$ cat config.mk
export PLATFORM = sky130hd
export DESIGN_NAME = tlb_test_register
export DESIGN_NICKNAME = d
export VERILOG_FILES = /design/src/rtl/tlb_test_register.sv
export SDC_FILE = /design/constraint.sdc
export NUM_CORES = 1
export LEC_CHECK = 0
export CAP_MARGIN = 10
export CORE_UTILIZATION = 23
export DETAILED_ROUTE_END_ITERATION = 10
export SYNTH_ARGS = -nofsm -noshare
export SYNTH_HDL_FRONTEND = slang
export SYNTH_SLANG_ARGS = --single-unit
$ cat constraint.sdc
create_clock -name clock -period 14.1 [get_ports clock]
set_input_delay 1.41 -clock clock [delete_from_list [all_inputs] [get_ports clock]]
set_output_delay 1.41 -clock clock [all_outputs]
set_load 0.03 [all_outputs]
$ cat src/rtl/tlb_test_register.sv
`default_nettype none
// ============================================================================
// Module   : tlb_test_register
// Purpose  : Parametrised TR0..TRn test-register bank with byte-strobed
//            writes, plus a small sequencer that turns a write of the command
//            register into a TLB write or lookup request. Lookup results and
//            hit status land in the data register.
// Ports    : clock/reset          - rising-edge clock, async active-high reset
//            write_*              - register write port (index, data, strobes)
//            TR                   - register contents, array [0:REG_COUNT-1]
//            busy                 - sequencer not idle
//            write_dropped        - one-cycle pulse when a write is discarded
//            tlb_req_*            - valid/ready request channel to TLB test port
//            tlb_rsp_*            - single-cycle lookup response
//            timeout_error        - sticky lookup-timeout flag
// Revision : 1.0 - initial release
// ============================================================================
module tlb_test_register #(
  parameter int DATA_WIDTH = 32,
  parameter int REG_COUNT  = 8,
  parameter int CMD_INDEX  = 6,
  parameter int DATA_INDEX = 7,
  parameter int TIMEOUT    = 15
) (
  input  logic                         clock,
  input  logic                         reset,
  input  logic                         write_enable,
  input  logic [$clog2(REG_COUNT)-1:0] write_index,
  input  logic [DATA_WIDTH-1:0]        write_data,
  input  logic [DATA_WIDTH/8-1:0]      write_strobe,
  output logic [DATA_WIDTH-1:0]        TR [0:REG_COUNT-1],
  output logic                         busy,
  output logic                         write_dropped,
  output logic                         tlb_req_valid,
  input  logic                         tlb_req_ready,
  output logic                         tlb_req_lookup,
  output logic [DATA_WIDTH-1:0]        tlb_req_cmd,
  output logic [DATA_WIDTH-1:0]        tlb_req_data,
  input  logic                         tlb_rsp_valid,
  input  logic                         tlb_rsp_hit,
  input  logic [DATA_WIDTH-1:0]        tlb_rsp_data,
  output logic                         timeout_error
);

  localparam int              IW       = $clog2(REG_COUNT);
  localparam int              STRB_W   = DATA_WIDTH / 8;
  localparam logic [IW-1:0]   CMD_IDX  = IW'(CMD_INDEX);
  localparam logic [IW-1:0]   DATA_IDX = IW'(DATA_INDEX);
  localparam logic [7:0]      TMO_LAST = 8'(TIMEOUT - 1);
  localparam int              HT_BIT   = 4;

  typedef enum logic [1:0] {
    S_IDLE = 2'd0,
    S_REQ  = 2'd1,
    S_WAIT = 2'd2
  } state_t;

  state_t                state_q, state_d;
  logic [7:0]            cnt_q, cnt_d;
  logic [DATA_WIDTH-1:0] tr_q [0:REG_COUNT-1];
  logic [DATA_WIDTH-1:0] tr_d [0:REG_COUNT-1];
  logic [DATA_WIDTH-1:0] req_cmd_q, req_cmd_d;
  logic [DATA_WIDTH-1:0] req_data_q, req_data_d;
  logic                  timeout_q, timeout_d;
  logic                  dropped_q, dropped_d;

  logic                  wr_any;
  logic                  wr_protected;
  logic                  wr_accept;
  logic [DATA_WIDTH-1:0] wr_merged;

  function automatic logic [DATA_WIDTH-1:0] merge_bytes(
    input logic [DATA_WIDTH-1:0] old_v,
    input logic [DATA_WIDTH-1:0] new_v,
    input logic [STRB_W-1:0]     strb
  );
    logic [DATA_WIDTH-1:0] r;
    r = old_v;
    for (int k = 0; k < STRB_W; k++) begin
      if (strb[k]) r[8*k +: 8] = new_v[8*k +: 8];
    end
    return r;
  endfunction

  // An all-zero strobe is a no-op everywhere: it neither launches nor drops.
  assign wr_any       = write_enable && (|write_strobe);
  // CMD/DATA belong to the sequencer while it is busy.
  assign wr_protected = (write_index == CMD_IDX) || (write_index == DATA_IDX);
  assign wr_accept    = wr_any && !(busy && wr_protected);
  assign wr_merged    = merge_bytes(tr_q[write_index], write_data, write_strobe);

  always_comb begin
    state_d    = state_q;
    cnt_d      = cnt_q;
    req_cmd_d  = req_cmd_q;
    req_data_d = req_data_q;
    timeout_d  = timeout_q;
    dropped_d  = wr_any && busy && wr_protected;
    tr_d       = tr_q;

    if (wr_accept) tr_d[write_index] = wr_merged;

    case (state_q)
      S_IDLE: begin
        if (wr_any && (write_index == CMD_IDX)) begin
          state_d    = S_REQ;
          req_cmd_d  = wr_merged;
          req_data_d = tr_q[DATA_INDEX];
          timeout_d  = 1'b0;
        end
      end
      S_REQ: begin
        if (tlb_req_ready) begin
          state_d = req_cmd_q[0] ? S_WAIT : S_IDLE;
          cnt_d   = 8'd0;
        end
      end
      S_WAIT: begin
        cnt_d = cnt_q + 8'd1;
        // Response is checked first so it wins over a same-cycle timeout.
        if (tlb_rsp_valid) begin
          tr_d[DATA_INDEX]         = tlb_rsp_data;
          tr_d[DATA_INDEX][HT_BIT] = tlb_rsp_hit;
          state_d                  = S_IDLE;
        end else if (cnt_q == TMO_LAST) begin
          tr_d[DATA_INDEX][HT_BIT] = 1'b0;
          timeout_d                = 1'b1;
          state_d                  = S_IDLE;
        end
      end
      default: state_d = S_IDLE;
    endcase
  end

  always_ff @(posedge clock or posedge reset) begin
    if (reset) begin
      state_q    <= S_IDLE;
      cnt_q      <= 8'd0;
      req_cmd_q  <= '0;
      req_data_q <= '0;
      timeout_q  <= 1'b0;
      dropped_q  <= 1'b0;
      for (int i = 0; i < REG_COUNT; i++) tr_q[i] <= '0;
    end else begin
      state_q    <= state_d;
      cnt_q      <= cnt_d;
      req_cmd_q  <= req_cmd_d;
      req_data_q <= req_data_d;
      timeout_q  <= timeout_d;
      dropped_q  <= dropped_d;
      for (int i = 0; i < REG_COUNT; i++) tr_q[i] <= tr_d[i];
    end
  end

  assign TR             = tr_q;
  assign busy           = (state_q != S_IDLE);
  assign tlb_req_valid  = (state_q == S_REQ);
  assign tlb_req_lookup = req_cmd_q[0];
  assign tlb_req_cmd    = req_cmd_q;
  assign tlb_req_data   = req_data_q;
  assign timeout_error  = timeout_q;
  assign write_dropped  = dropped_q;

endmodule
`default_nettype wire
==> impl_results.md <==
- Post-synthesis sequential area ratio: 0.559
- Yosys cell types: 67
- Drt total wl: 65.4 mm
- Classification of the worst setup path: input port to flop
- Placed inst area: between 15000 and 20000 µm²
- Cells after Synth: between 1000 and 1500
- Worst-skew pair later-pin latency: 0.57 ns
- Initial DRC count: roughly 800
- Net count, final: approximately 1900
- Req. time, crit path: ~14 ns
- Synth top cells by count: dfrtp_1, nand2_1, o21ai_0
- Area of all sequential standard cells: ~8300 µm²
- Die H: 256 µm
- CP peak stage delay: 0.84 ns
- DP Cell Count: ~2600
- P&R area growth vs syn: 42.3%
- Clock sink count: between 300 and 400
- Num rows: 92
- Cts hold-fix bufs: 0
- Fillers: ~6400
- Final ANT Viol Nets: 0
- Clock Pin Slew Worst Setup and Hold Paths: about 0.050 ns
- Status: finished, final reports clean
- Synth Warn #: 0
- Worst path bufs/invs: 2
- Critical Path AT: approximately 4.7 ns
- CP endpoint kind: flop
- CP Cell Sequence: buf_4 > clkinv_1 > nand2_1 > o32ai_1 > o32ai_2 > o21ai_0
- Syn Nets: 1504
- Unrepaired setup endpoints after global routing: no
- Final hold vios: 0
- Final Instance Area: ~21000 µm²
- TritonCTS Buffers: 42
- Synthesized area: 14900 µm²
- Cell with the most instances after synthesis: dfrtp_1
- Clock skew: about 0.017 ns
- Clock root buffer: clkbuf_16
- Yosys top cell by area: dfrtp_1
- Initial Util: 0.234
- Initial antenna violation count: 4
- Largest fanout on the critical path: 45
- DR DRC count: 0
- Clk buf depth: 3
- Slowest cell on crit path: clkinv_1
- Global-route usage over all layers: 0.197
- Die Wd: roughly 260 µm
- Critical Path Source: write_index[2]
- Layout cells sized above 1: 0.137
- Hold Path Origin: cnt_q[7]$_DFFE_PP0P_
- Worst-Margin Slew: between 1 and 1.5 ns
- Vias in the first global route: between 10000 and 15000
- Core ar.: about 63000 µm²
- Reg2reg start: state_q[1]$_DFFE_PP0P_
- Post-synth top area share: 0.559
- Synth area leaders: dfrtp_1, nand2_1, mux2_2
- Non-filler instance count after layout: around 2700
- Layout Utilization: 0.333
- # H-tree levels: 2
- Worst min-delay path class: flop to flop
- Gr ovfl total: 0
- Final period util: 0.309
- Final Slew Violations: 0
- Cell Pwr Density: 199 nW/µm²
- CTS tree: yes
- Post_cts resized: 0
- Largest net degree at the start of global routing: between 70 and 80
- Detailed-route via count: approximately 13000
- Register bit total from synthesis: around 330
- Final setup margin: between 9 and 10 ns
- Area of the multi-input gates: 6000 µm²
- Peak VDD IR: 0.123 mV
- Dpl ws: ~9.2 ns
- Port Buffer Count: 400
- Maxcap violations: 0
- Drt first pass iters: 5
- Fmax: about 0.23 GHz
- Detailed-route wire length per cell: between 20 and 25 µm
- Slew HR: 0.312
- Ys flop type: dfrtp_1
- Leakage power: about 9 nW
- First-pass GRT wire length: about 95 mm
- Postcts setup bufs: 0
- Avg Cell Area, Syn: 10.4 µm²
- Worst setup SP type: input port
- Routability cong.: approximately 0.8
- Dpl hpwl: ~45 mm
- Die ar.: ~66000 µm²
- Number of I/O pins: between 400 and 500
- Post-layout min period: 4.35 ns
- Fraction of registers with async set/reset: 1.00
- Via density: roughly 4.8
- Final setup vio count: 0
- Setup TNS: 0 ns
- Post-synth EDFFs: 0
- CP top delay family: buffers and inverters
[per-stage QoR]
stage / hold slack (ns) / power, mW
4_1_cts: 0.480 / 4.26
3_5_place_dp: 0.469 / 3.08
3_3_place_gp: 0.464 / 3.05
5_1_grt: 0.505 / 4.42
6_report: 0.479 / 4.22
2_1_floorplan: 0.447 / 2.29
[power breakdown]
| part | switching [mW] | internal (mW) | total [mW] |
|---|---|---|---|
| Sequential | 0.229 | 1.21 | 1.44 |
| Clock | 0.442 | 0.720 | 1.16 |
| Combinational | 0.962 | 0.652 | 1.61 |
[final timing paths]
path	slack [ns]	cells past startpoint	to
worst max-delay path	9.75	6	TR[47]$_DFFE_PP0P_
worst min-delay path	0.48	1	cnt_q[7]$_DFFE_PP0P_
worst max register to register	11.29	5	TR[16]$_DFF_PP0_
worst min register to register	0.48	1	cnt_q[7]$_DFFE_PP0P_
max in group asynchronous	10.53	4	TR[142]$_DFFE_PP0P_
min in group asynchronous	1.25	2	tlb_req_data[1]$_DFFE_PP0P_
[layer usage]
layer / global-route usage / vias up / routed length, µm
met5: 0 / - / 37
met4: 0.0579 / 6 / 1720
met3: 0.0474 / 109 / 4340
met2: 0.322 / 455 / 30800
met1: 0.256 / 6466 / 28500
li1: - / 5802 / -
[final cells by class]
class,instances,share of cell area
clock inverter,18,0.0108
inverter,16,0.00319
clock buffer,59,0.0600
timing repair buffer,429,0.199
multi-input combinational,967,0.284
sequential,332,0.393
tap,846,0.0500
antenna,2,0.000237
[registers in the layout (all words and copies together), names as in the netlist]
signal	cells
TR	256
tlb_req_cmd	32
tlb_req_data	32
cnt_q	8
state_q	2
timeout_error	1
write_dropped	1
[placed cells by master, fill, tap and decap left out, drive strengths merged, types with 6 or more instances in the layout]
master         instances
clkdlybuf4s50        397
dfrtp                332
o21ai                303
nand2                272
mux2                  87
clkbuf                59
a21oi                 41
mux2i                 36
a221oi                34
and3                  32
buf                   32
nor2                  26
nand3                 19
a22oi                 16
inv                   15
clkinv                12
nand2b                10
a221o                 10
nor2b                  6
and2                   6
o22ai                  6
o32ai                  6
[worst reg2reg max path, stage by stage, from the launching register on]
cell	delay, ns
dfrtp_1	0.40
nor2_1	0.64
nand3_4	0.82
and3_1	0.54
a21oi_1	0.13
o21ai_0	0.11
[cell families (layout without fill, tap and decap cells)]
family | after synthesis | in the layout | share of synthesized area
AO/OA/AOI/OAI | 452 | 452 | 0.191
AND/OR/NAND/NOR | 384 | 384 | 0.112
flip-flops | 332 | 332 | 0.559
buffers and inverters | 126 | 522 | 0.0412
multiplexers | 124 | 124 | 0.0927
XOR/XNOR | 5 | 5 | 0.00295
adder cells (fa/ha/maj) | 2 | 2 | 0.00168
other | 0 | 2 | 0
(Power assumes the default switching activity.)
